--- src/rtl/mc_control_fsm_pkg.sv ---
// Shared encodings for the multicycle control unit: FSM states, datapath
// select encodings and data-processing command codes.
package mc_control_fsm_pkg;

  // Multicycle FSM states; UNDEF is only reachable when MC_UNDEF_TRAP_EN is defined.
  typedef enum logic [3:0] {
    S_FETCH    = 4'd0,
    S_DECODE   = 4'd1,
    S_MEMADR   = 4'd2,
    S_MEMRD    = 4'd3,
    S_MEMWB    = 4'd4,
    S_MEMWR    = 4'd5,
    S_EXECUTER = 4'd6,
    S_EXECUTEI = 4'd7,
    S_ALUWB    = 4'd8,
    S_BRANCH   = 4'd9,
    S_UNDEF    = 4'd10
  } state_t;

  // Instruction classes from Instr[27:26]
  localparam logic [1:0] OP_DP  = 2'b00;
  localparam logic [1:0] OP_MEM = 2'b01;
  localparam logic [1:0] OP_BR  = 2'b10;

  // ALUControl encodings
  localparam logic [1:0] ALU_ADD = 2'b00;
  localparam logic [1:0] ALU_SUB = 2'b01;
  localparam logic [1:0] ALU_AND = 2'b10;
  localparam logic [1:0] ALU_ORR = 2'b11;

  // ImmSrc encodings (extender mode)
  localparam logic [1:0] IMM_IMM8  = 2'b00;
  localparam logic [1:0] IMM_IMM12 = 2'b01;
  localparam logic [1:0] IMM_IMM24 = 2'b10;

  // ResultSrc encodings
  localparam logic [1:0] RES_ALUOUT    = 2'b00;
  localparam logic [1:0] RES_DATA      = 2'b01;
  localparam logic [1:0] RES_ALURESULT = 2'b10;

  // ALUSrcB encodings
  localparam logic [1:0] SRCB_REG    = 2'b00;
  localparam logic [1:0] SRCB_EXTIMM = 2'b01;
  localparam logic [1:0] SRCB_FOUR   = 2'b10;

  // Data-processing cmd field values (Funct[4:1])
  localparam logic [3:0] CMD_ADD = 4'b0100;
  localparam logic [3:0] CMD_SUB = 4'b0010;
  localparam logic [3:0] CMD_AND = 4'b0000;
  localparam logic [3:0] CMD_ORR = 4'b1100;

  // Arithmetic commands are the only ones that produce meaningful C/V flags.
  function automatic logic cmd_sets_cv(input logic [3:0] cmd);
    return (cmd == CMD_ADD) || (cmd == CMD_SUB);
  endfunction

endpackage

--- src/rtl/mc_control_fsm_alu_decoder.sv ---
// ALU decoder: maps the data-processing cmd and S bit to ALUControl/FlagW.
// When alu_op is low the ALU is used for address/PC arithmetic and is forced to ADD.
module mc_control_fsm_alu_decoder
  import mc_control_fsm_pkg::*;
(
  input  logic [4:0] funct,
  input  logic       alu_op,
  output logic [1:0] alu_control,
  output logic [1:0] flag_w
);

  logic [3:0] cmd_s;
  logic       s_bit_s;

  assign cmd_s   = funct[4:1];
  assign s_bit_s = funct[0];

  // Command decode and flag write enables, active only during execute states.
  always_comb begin
    alu_control = ALU_ADD;
    flag_w      = 2'b00;
    if (alu_op) begin
      case (cmd_s)
        CMD_ADD: alu_control = ALU_ADD;
        CMD_SUB: alu_control = ALU_SUB;
        CMD_AND: alu_control = ALU_AND;
        CMD_ORR: alu_control = ALU_ORR;
        default: alu_control = ALU_ADD;
      endcase
      flag_w = {s_bit_s, s_bit_s & cmd_sets_cv(cmd_s)};
    end else begin
      alu_control = ALU_ADD;
      flag_w      = 2'b00;
    end
  end

endmodule

--- src/rtl/mc_control_fsm.sv ---
// Main control FSM for the multicycle ARM-subset datapath.
// State is the only register; all other outputs decode State, Op and Funct.
// Optional macro MC_UNDEF_TRAP_EN: Op=11 traps into an absorbing UNDEF state
// and adds the Undef output; otherwise Op=11 returns to FETCH with no writes.
module mc_control_fsm
  import mc_control_fsm_pkg::*;
#(
  parameter int STATE_W = 4
)
(
  input  logic               clk,
  input  logic               reset,
  input  logic [1:0]         Op,
  input  logic [5:0]         Funct,
  output logic               IRWrite,
  output logic               AdrSrc,
  output logic               ALUSrcA,
  output logic [1:0]         ALUSrcB,
  output logic [1:0]         ResultSrc,
  output logic               NextPC,
  output logic               RegW,
  output logic               MemW,
  output logic               Branch,
  output logic [1:0]         ImmSrc,
  output logic [1:0]         RegSrc,
  output logic [1:0]         ALUControl,
  output logic [1:0]         FlagW,
  output logic [STATE_W-1:0] State
`ifdef MC_UNDEF_TRAP_EN
  ,
  output logic               Undef
`endif
);

  logic [STATE_W-1:0] state_r;
  logic [STATE_W-1:0] state_next_s;
  logic               alu_op_s;

  // State register; reset aborts any instruction and restarts at FETCH.
  always_ff @(posedge clk) begin
    if (reset) begin
      state_r <= STATE_W'(S_FETCH);
    end else begin
      state_r <= state_next_s;
    end
  end

  assign State = state_r;

  // Next-state logic and per-state datapath enables/selects.
  always_comb begin
    state_next_s = STATE_W'(S_FETCH);
    IRWrite      = 1'b0;
    AdrSrc       = 1'b0;
    ALUSrcA      = 1'b0;
    ALUSrcB      = SRCB_REG;
    ResultSrc    = RES_ALUOUT;
    NextPC       = 1'b0;
    RegW         = 1'b0;
    MemW         = 1'b0;
    Branch       = 1'b0;
`ifdef MC_UNDEF_TRAP_EN
    Undef        = 1'b0;
`endif
    case (state_r)
      STATE_W'(S_FETCH): begin
        IRWrite      = 1'b1;
        NextPC       = 1'b1;
        ALUSrcA      = 1'b1;
        ALUSrcB      = SRCB_FOUR;
        ResultSrc    = RES_ALURESULT;
        state_next_s = STATE_W'(S_DECODE);
      end
      STATE_W'(S_DECODE): begin
        // PC+8 computed here for branch/PC-relative reads
        ALUSrcA   = 1'b1;
        ALUSrcB   = SRCB_FOUR;
        ResultSrc = RES_ALURESULT;
        case (Op)
          OP_DP: begin
            if (Funct[5]) begin
              state_next_s = STATE_W'(S_EXECUTEI);
            end else begin
              state_next_s = STATE_W'(S_EXECUTER);
            end
          end
          OP_MEM:  state_next_s = STATE_W'(S_MEMADR);
          OP_BR:   state_next_s = STATE_W'(S_BRANCH);
`ifdef MC_UNDEF_TRAP_EN
          default: state_next_s = STATE_W'(S_UNDEF);
`else
          default: state_next_s = STATE_W'(S_FETCH);
`endif
        endcase
      end
      STATE_W'(S_MEMADR): begin
        ALUSrcB = SRCB_EXTIMM;
        if (Funct[0]) begin
          state_next_s = STATE_W'(S_MEMRD);
        end else begin
          state_next_s = STATE_W'(S_MEMWR);
        end
      end
      STATE_W'(S_MEMRD): begin
        AdrSrc       = 1'b1;
        state_next_s = STATE_W'(S_MEMWB);
      end
      STATE_W'(S_MEMWB): begin
        ResultSrc    = RES_DATA;
        RegW         = 1'b1;
        state_next_s = STATE_W'(S_FETCH);
      end
      STATE_W'(S_MEMWR): begin
        AdrSrc       = 1'b1;
        MemW         = 1'b1;
        state_next_s = STATE_W'(S_FETCH);
      end
      STATE_W'(S_EXECUTER): begin
        ALUSrcB      = SRCB_REG;
        state_next_s = STATE_W'(S_ALUWB);
      end
      STATE_W'(S_EXECUTEI): begin
        ALUSrcB      = SRCB_EXTIMM;
        state_next_s = STATE_W'(S_ALUWB);
      end
      STATE_W'(S_ALUWB): begin
        ResultSrc    = RES_ALUOUT;
        RegW         = 1'b1;
        state_next_s = STATE_W'(S_FETCH);
      end
      STATE_W'(S_BRANCH): begin
        ALUSrcB      = SRCB_EXTIMM;
        ResultSrc    = RES_ALURESULT;
        Branch       = 1'b1;
        state_next_s = STATE_W'(S_FETCH);
      end
`ifdef MC_UNDEF_TRAP_EN
      STATE_W'(S_UNDEF): begin
        Undef        = 1'b1;
        state_next_s = STATE_W'(S_UNDEF);
      end
`endif
      default: begin
        state_next_s = STATE_W'(S_FETCH);
      end
    endcase
  end

  // Decode-side selects for the extender and register-file read ports.
  always_comb begin
    ImmSrc = Op;
    case (Op)
      OP_DP:   ImmSrc = IMM_IMM8;
      OP_MEM:  ImmSrc = IMM_IMM12;
      OP_BR:   ImmSrc = IMM_IMM24;
      default: ImmSrc = Op;
    endcase
    RegSrc = {(Op == OP_MEM), (Op == OP_BR)};
  end

  assign alu_op_s = (state_r == STATE_W'(S_EXECUTER)) ||
                    (state_r == STATE_W'(S_EXECUTEI));

  mc_control_fsm_alu_decoder u_alu_decoder (
    .funct       (Funct[4:0]),
    .alu_op      (alu_op_s),
    .alu_control (ALUControl),
    .flag_w      (FlagW)
  );

endmodule

--- config.mk ---
export PLATFORM = sky130hd
export DESIGN_NAME = mc_control_fsm
export DESIGN_NICKNAME = d
export VERILOG_FILES = /design/src/rtl/mc_control_fsm_pkg.sv /design/src/rtl/mc_control_fsm_alu_decoder.sv /design/src/rtl/mc_control_fsm.sv
export SDC_FILE = /design/constraint.sdc
export NUM_CORES = 1
export LEC_CHECK = 0
export BUFFER_PORTS_ARGS = -buffer_cell sky130_fd_sc_hd__buf_2
export CAP_MARGIN = 10
export CORE_AREA = 2 2 39 41
export CTS_BUF_LIST = sky130_fd_sc_hd__clkbuf_4
export CTS_CLUSTER_SIZE = 28
export DETAILED_ROUTE_END_ITERATION = 10
export DIE_AREA = 0 0 41 43
export PLACE_DENSITY = 0.66
export SETUP_SLACK_MARGIN = 0.4
export SKIP_CTS_REPAIR_TIMING = 1
export SLEW_MARGIN = 15
export SYNTH_ARGS = -nofsm -noshare
export SYNTH_HDL_FRONTEND = slang
export SYNTH_HIERARCHICAL = 1
export SYNTH_SLANG_ARGS = --single-unit
--- constraint.sdc ---
create_clock -name clk -period 1.9 [get_ports clk]
set_input_delay 0.38 -clock clk [delete_from_list [all_inputs] [get_ports clk]]
set_output_delay 0.38 -clock clk [all_outputs]
set_load 0.05 [all_outputs]
==> impl_results.md, run 1 <==
- Status: finished clean
- Post-Syn Area: a little over 400 um^2
- Layout area overhead: 101%
- DP Worst Slack: about 0.18 ns
- Crit Path Category: flop to output pin
- Hpwl dp: 783 um
- Detailed Route Iter0 Violations: 5
- Syn nets: 62
- Synth area leaders: dfxtp_1 (19%), buf_6 (8.2%), a211oi_1 (5.5%), buf_4 (5.5%), nor2_1 (5.5%)
- Distinct cells, synth: 26
- Design area: between 800 and 900 um^2
- Syn Area/Cell: 7.92 um^2
- Root buf cell: clkbuf_4
- Initial antenna violation count: 0
- Commonest cells in the netlist: nor2_1 (6), dfxtp_1 (4), nor3_1 (4)
- Routed WL: between 1 and 1.5 mm
- Row count: 14
- Router iterations before antenna repair: 2
- Placed inst area: 633 um^2
- First-pass GRT wire length: ~1.6 mm
- Number of flops mapped to enable cells by yosys: 0
- Period utilization: a little over nine tenths
- Clock Sinks: 4
- Synth area leader: dfxtp_1
- Fmax: approximately 560 MHz
- Ys async rst share: 0%
- Critical path peak fanout: 7
- Worst path arrival time: 1.41 ns
- Total number of vias: 501
- Post-route setup slack: between 0.1 and 0.15 ns
- Internal Pwr Total: about 0.28 mW
- Fin. max-slew vios: 0
- Worst skew pair latency: approximately 0.24 ns
- Gp weighted congestion: ~0.67
- WL/cell: roughly 11 um
- Gr ovfl total: 0
- IO buf count: 32
- GRT Total Usage: 13.4%
- WHS: about 0.3 ns
- Peak VDD IR: 0.331 mV
- Reg power frac: between 20 and 25%
- Clk pwr share: 26.1%
- ANT nets after route: 0
- Top-count cell post-synth: nor2_1
- Gate power share: around 54%
- Worst-margin pin slew: between 0.2 and 0.3 ns
- Fillers: approximately 130
- Final core utilization: about 60%
- Hold Crit Class: input port to flop
- H-Tree Depth: 1
- Number of flip-flops under the largest register name: 4
- Core area: ~1400 um^2
- Final nets: 100
- Fin crit period: between 1.5 and 2 ns
- Drt drc: 0
- Synth top area share: between 10% and 20%
- Clock Path Buffers: 2
- Gate Count Post-Synth: 52
- CTS tree: done
- Drt via density: ~4.8
- Die height: 43 um
- ANT cells: 0
- Crit end category: output pin
- Die area: 1760 um^2
- Starting density of the core: between 20 and 30%
- Post-synthesis sequential area ratio: 19.5%
- CTS clk-pin slew, worst paths: about 0.04 ns
- Slew Limit Headroom: 82.5%
- Worst setup SP type: flop
- Final setup vio count: 0
- Die width: around 41 um
- P_sw: around 0.23 mW
- Yosys Warn Count: 6
- Vias in the first global route: 400
- Switching part of the total power: between 40 and 50%
- Maxcap violations: 0
- Power Density: about 600 nW/um^2
- Synth Flop Type: dfxtp_1
- I/O pin count: 33
- Leakage Power: 0.362 nW
- CTS buffer count: 3
- Largest net degree at the start of global routing: 13
- Share of cells above drive strength 1: between 70% and 80%
- FF+latch count, synth: 4
- Worst Clk Skew: about 0.008 ns
- Critical Path RT: ~1.5 ns
- Final Hold Vio Count: 0
- Finished Layout Cells: ~110
- Dpl cells: 92
- RSZ-0062 raised after global routing: true
==> area by class of cell <==
class                           count  area, um^2  share of cell area [%]
Inverter                            2        7.51                   0.908
Tap cell                           16        20.0                    2.42
Sequential cell                     4        95.1                    11.5
Timing Repair Buffer               41         313                    37.8
Multi-Input combinational cell     38         362                    43.7
Clock buffer                        4        30.0                    3.63
==> critical path, cell delays in order, from the launching register on <==
cell and delay (ns):
dfxtp_4 0.36, nand2b_4 0.17, nor2_4 0.10, nand2b_1 0.15, nor3_4 0.21, buf_6 0.18
==> power groups by stage <==
stage / sequential (mW) / clock [mW] / combinational [mW]
2_1_floorplan: 0.113 / 0 / 0.190
3_3_place_gp: 0.112 / 0 / 0.216
3_5_place_dp: 0.112 / 0 / 0.217
4_1_cts: 0.111 / 0.133 / 0.217
5_1_grt: 0.103 / 0.146 / 0.290
6_report: 0.102 / 0.133 / 0.274
==> placed cells by master (no fill, tap or decap), types with 2 or more instances in the layout <==
cell type,netlist,layout
xnor2_1,2,2
clkbuf_4,0,4
nor2_4,0,2
buf_6,3,14
nor3_2,0,2
nand2b_1,3,2
nor3_4,0,2
a211oi_2,0,2
buf_2,0,19
inv_1,2,2
nor2b_1,3,3
dfxtp_4,0,4
buf_4,3,8
nor2_1,6,4
==> logic make-up (layout without fill, tap and decap cells) <==
logic type	count (synthesis)	after routing	share of synthesized area, %
flops	4	4	19.5
xor+xnor	3	3	6.38
compound gates	9	9	17.6
simple gates	26	26	39.2
buf+inv	10	47	17.3
==> metrics by stage <==
stage / TNS [ns] / power (mW)
after floorplan: -0.201 / 0.304
final: 0 / 0.509
after global placement: 0 / 0.327
after global routing: 0 / 0.540
after detailed placement: 0 / 0.329
after CTS: -0.0533 / 0.461
==> layer usage <==
metal	GRT usage, %	up-vias	part of all wire [%]
met2	20.0	24	53
met3	3.14	2	5.8
met4	8.00	0	1.9
met5	0	-	0
li1	-	254	-
met1	16.4	221	39
==> path summary, 6_finish.rpt <==
path                          to  cells after the start                 from  slack [ns]
max                ALUControl[1]                      5  State[3]$_SDFF_PP0_        0.11
min          State[3]$_SDFF_PP0_                      2                reset        0.30
max reg2reg  State[0]$_SDFF_PP0_                      3  State[2]$_SDFF_PP0_        0.79
min reg2reg  State[3]$_SDFF_PP0_                      2  State[3]$_SDFF_PP0_        0.56
Power figures use the tool's default switching activity.
==> inputs of run 2 (changes only) <==
--- a/config.mk
+++ b/config.mk
@@ -12,9 +12,10 @@
 export CTS_CLUSTER_SIZE = 28
 export DETAILED_ROUTE_END_ITERATION = 10
 export DIE_AREA = 0 0 41 43
-export PLACE_DENSITY = 0.66
+export PLACE_DENSITY = 0.69
 export SETUP_SLACK_MARGIN = 0.4
 export SKIP_CTS_REPAIR_TIMING = 1
+export SKIP_LAST_GASP = 1
 export SLEW_MARGIN = 15
 export SYNTH_ARGS = -nofsm -noshare
 export SYNTH_HDL_FRONTEND = slang
==> constraint.sdc (replaced) <==
create_clock -name clk -period 1.9 [get_ports clk]
set_input_delay 0.38 -clock clk [delete_from_list [all_inputs] [get_ports clk]]
set_output_delay 0.38 -clock clk [all_outputs]
set_load 0.1 [all_outputs]
==> impl_results.md, run 2 (synthesis gave the netlist of run 1 again) <==
- Status: finished clean (unchanged)
- Fmax: 542 MHz (was 560 MHz)
- CTS clk-pin slew, worst paths: 0.04 ns (about the same)
- Worst Clk Skew: 0.00128 ns (was 0.00786 ns)
- WL/cell: 12.8 um (was 10.8 um)
- Drt drc: 0 (unchanged)
- Fin crit period: 1.84 ns (was 1.79 ns)
- Die area: 1760 um^2 (unchanged)
- Power Density: 626 nW/um^2 (was 616 nW/um^2)
- Worst reg2reg path depth: 3 (unchanged)
- Number of flip-flops under the largest register name: 4 (unchanged)
- ANT cells: 0 (unchanged)
- Hpwl dp: 879 um (was 783 um)
- Die width: 41 um (unchanged)
- Period utilization: 97.1% (was 94.0%)
- Worst path cell trace: nand2b_4, nor2_4, and2_4, nor4b_4, buf_12 (was nand2b_4, nor2_4, nand2b_1, nor3_4, buf_6)
- Flop-to-flop setup slack: 0.81 ns (was 0.79 ns)
- Critical Path RT: 1.52 ns (about the same)
- Starting density of the core: 29.7% (unchanged)
- I/O pin count: 33 (unchanged)
- Worst Setup EP: FlagW[0] (was ALUControl[1])
- Router iterations before antenna repair: 2 (unchanged)
- Final setup vio count: 0 (unchanged)
- Drt via density: 4.85 (was 4.77)
- Crit end category: output pin (unchanged)
- Worst skew pair latency: 0.23 ns (was 0.24 ns)
- Hold Path Stages: 2 (unchanged)
- CTS tree: done (unchanged)
- Initial antenna violation count: 0 (unchanged)
- Slew Limit Headroom: 67.7% (was 82.5%)
- GRT Total Usage: 14.6% (was 13.4%)
- Worst path arrival time: 1.46 ns (was 1.41 ns)
- Share of cells above drive strength 1: 81.9% (was 74.2%)
- Worst setup SP type: flop (unchanged)
- Hold Crit Class: input port to flop (unchanged)
- Clock Sinks: 4 (unchanged)
- Slowest stage delay, CP: 0.37 ns (was 0.36 ns)
- Layout area overhead: 160% (was 101%)
- Crit Path Category: flop to output pin (unchanged)
- First-pass GRT wire length: 1.82 mm (was 1.61 mm)
- Most frequent cells in the layout: buf_2 (14), buf_12 (13), buf_4 (13), clkbuf_4 (5) (was buf_2 (19), buf_6 (14), buf_4 (8))
- Core area: 1380 um^2 (unchanged)
- Final nets: 106 (was 100)
- Root buf cell: clkbuf_4 (unchanged)
- Detailed Route Iter0 Violations: 2 (was 5)
- Commonest non-fill, non-tap cell in the layout: buf_2 (unchanged)
- Clock Path Buffers: 2 (unchanged)
- H-Tree Depth: 1 (unchanged)
- Maxcap violations: 0 (unchanged)
- Critical R2R Launch: State[2]$_SDFF_PP0_ (unchanged)
- Slowest-stage cell, CP: dfxtp_4 (unchanged)
- CTS buffer count: 3 (unchanged)
- Gr ovfl total: 0 (unchanged)
- FF-to-FF End: State[0]$_SDFF_PP0_ (unchanged)
- DP Worst Slack: 0.193 ns (was 0.175 ns)
- Worst-margin pin slew: 0.488 ns (was 0.261 ns)
- Largest net degree at the start of global routing: 13 (unchanged)
- Fillers: 84 (was 131)
- Worst setup startpoint: State[3]$_SDFF_PP0_ (unchanged)
- Peak VDD IR: 0.339 mV (was 0.331 mV)
- Tot Pwr: 0.670 mW (was 0.509 mW)
- Die height: 43 um (unchanged)
- Critical path peak fanout: 8 (was 7)
- Row count: 14 (unchanged)
- IO buf count: 32 (unchanged)
- Leakage Power: 0.448 nW (was 0.362 nW)
- RSZ-0062 raised after global routing: true (unchanged)
- Total number of vias: 534 (was 501)
- Routed WL: 1.40 mm (was 1.13 mm)
- Vias in the first global route: 455 (was 400)
- ANT nets after route: 0 (unchanged)
- Gp weighted congestion: 0.723 (was 0.672)
- Final Hold Vio Count: 0 (unchanged)
- Fin. max-slew vios: 0 (unchanged)
- Post-route setup slack: 0.0551 ns (was 0.114 ns)
- Final core utilization: 77.4% (was 59.8%)
-- run 2: worst min-delay path by stage --
stage / from / endpoint
floorplan: reset / State[3]$_SDFF_PP0_
global placement: State[3]$_SDFF_PP0_ / State[3]$_SDFF_PP0_
detailed placement: State[3]$_SDFF_PP0_ / State[3]$_SDFF_PP0_
CTS: reset / State[3]$_SDFF_PP0_
global route: reset / State[3]$_SDFF_PP0_
finish: reset / State[3]$_SDFF_PP0_
-- run 2: area by class of cell --
cell class	instances	area, um^2	share of cell area [%]
Clock buffer	3	22.5	2.10
Tap cell	16	20.0	1.87
Inverter	2	12.5	1.17
Timing Repair Buffer	47	503	47.0
Multi-Input combinational cell	38	418	39.0
Sequential cell	4	95.1	8.88
-- run 2: through the flow --
step / instance area [um^2] / std cells / hold slack, ns / TNS [ns]
after floorplan: 607 / 52 / 0.443 / -4.01
after global placement: 776 / 92 / 0.538 / 0
after detailed placement: 776 / 92 / 0.555 / 0
after CTS: 798 / 95 / 0.322 / -0.0523
after global routing: 1070 / 110 / 0.329 / -0.0181
final: 1070 / 110 / 0.326 / 0
-- run 2: routing by layer --
layer	up-vias	share of wire, %	track usage [%]
li1	263	-	-
met1	241	37	16.0
met2	26	54	24.4
met3	4	6.0	4.71
met4	0	2.6	6.00
met5	-	0	0
-- run 2: critical path, delay by kind of cell, from the launching register on --
family | cells | cell delay (ns)
buf+inv | 1 | 0.21
simple gates | 4 | 0.66
flops | 1 | 0.37
-- run 2: where the power goes --
group	leakage [nW]	internal [mW]	switching (mW)
logic	0.399	0.148	0.313
clock network	0.0138	0.0705	0.0320
registers	0.0356	0.0887	0.0184
total	0.448	0.307	0.363
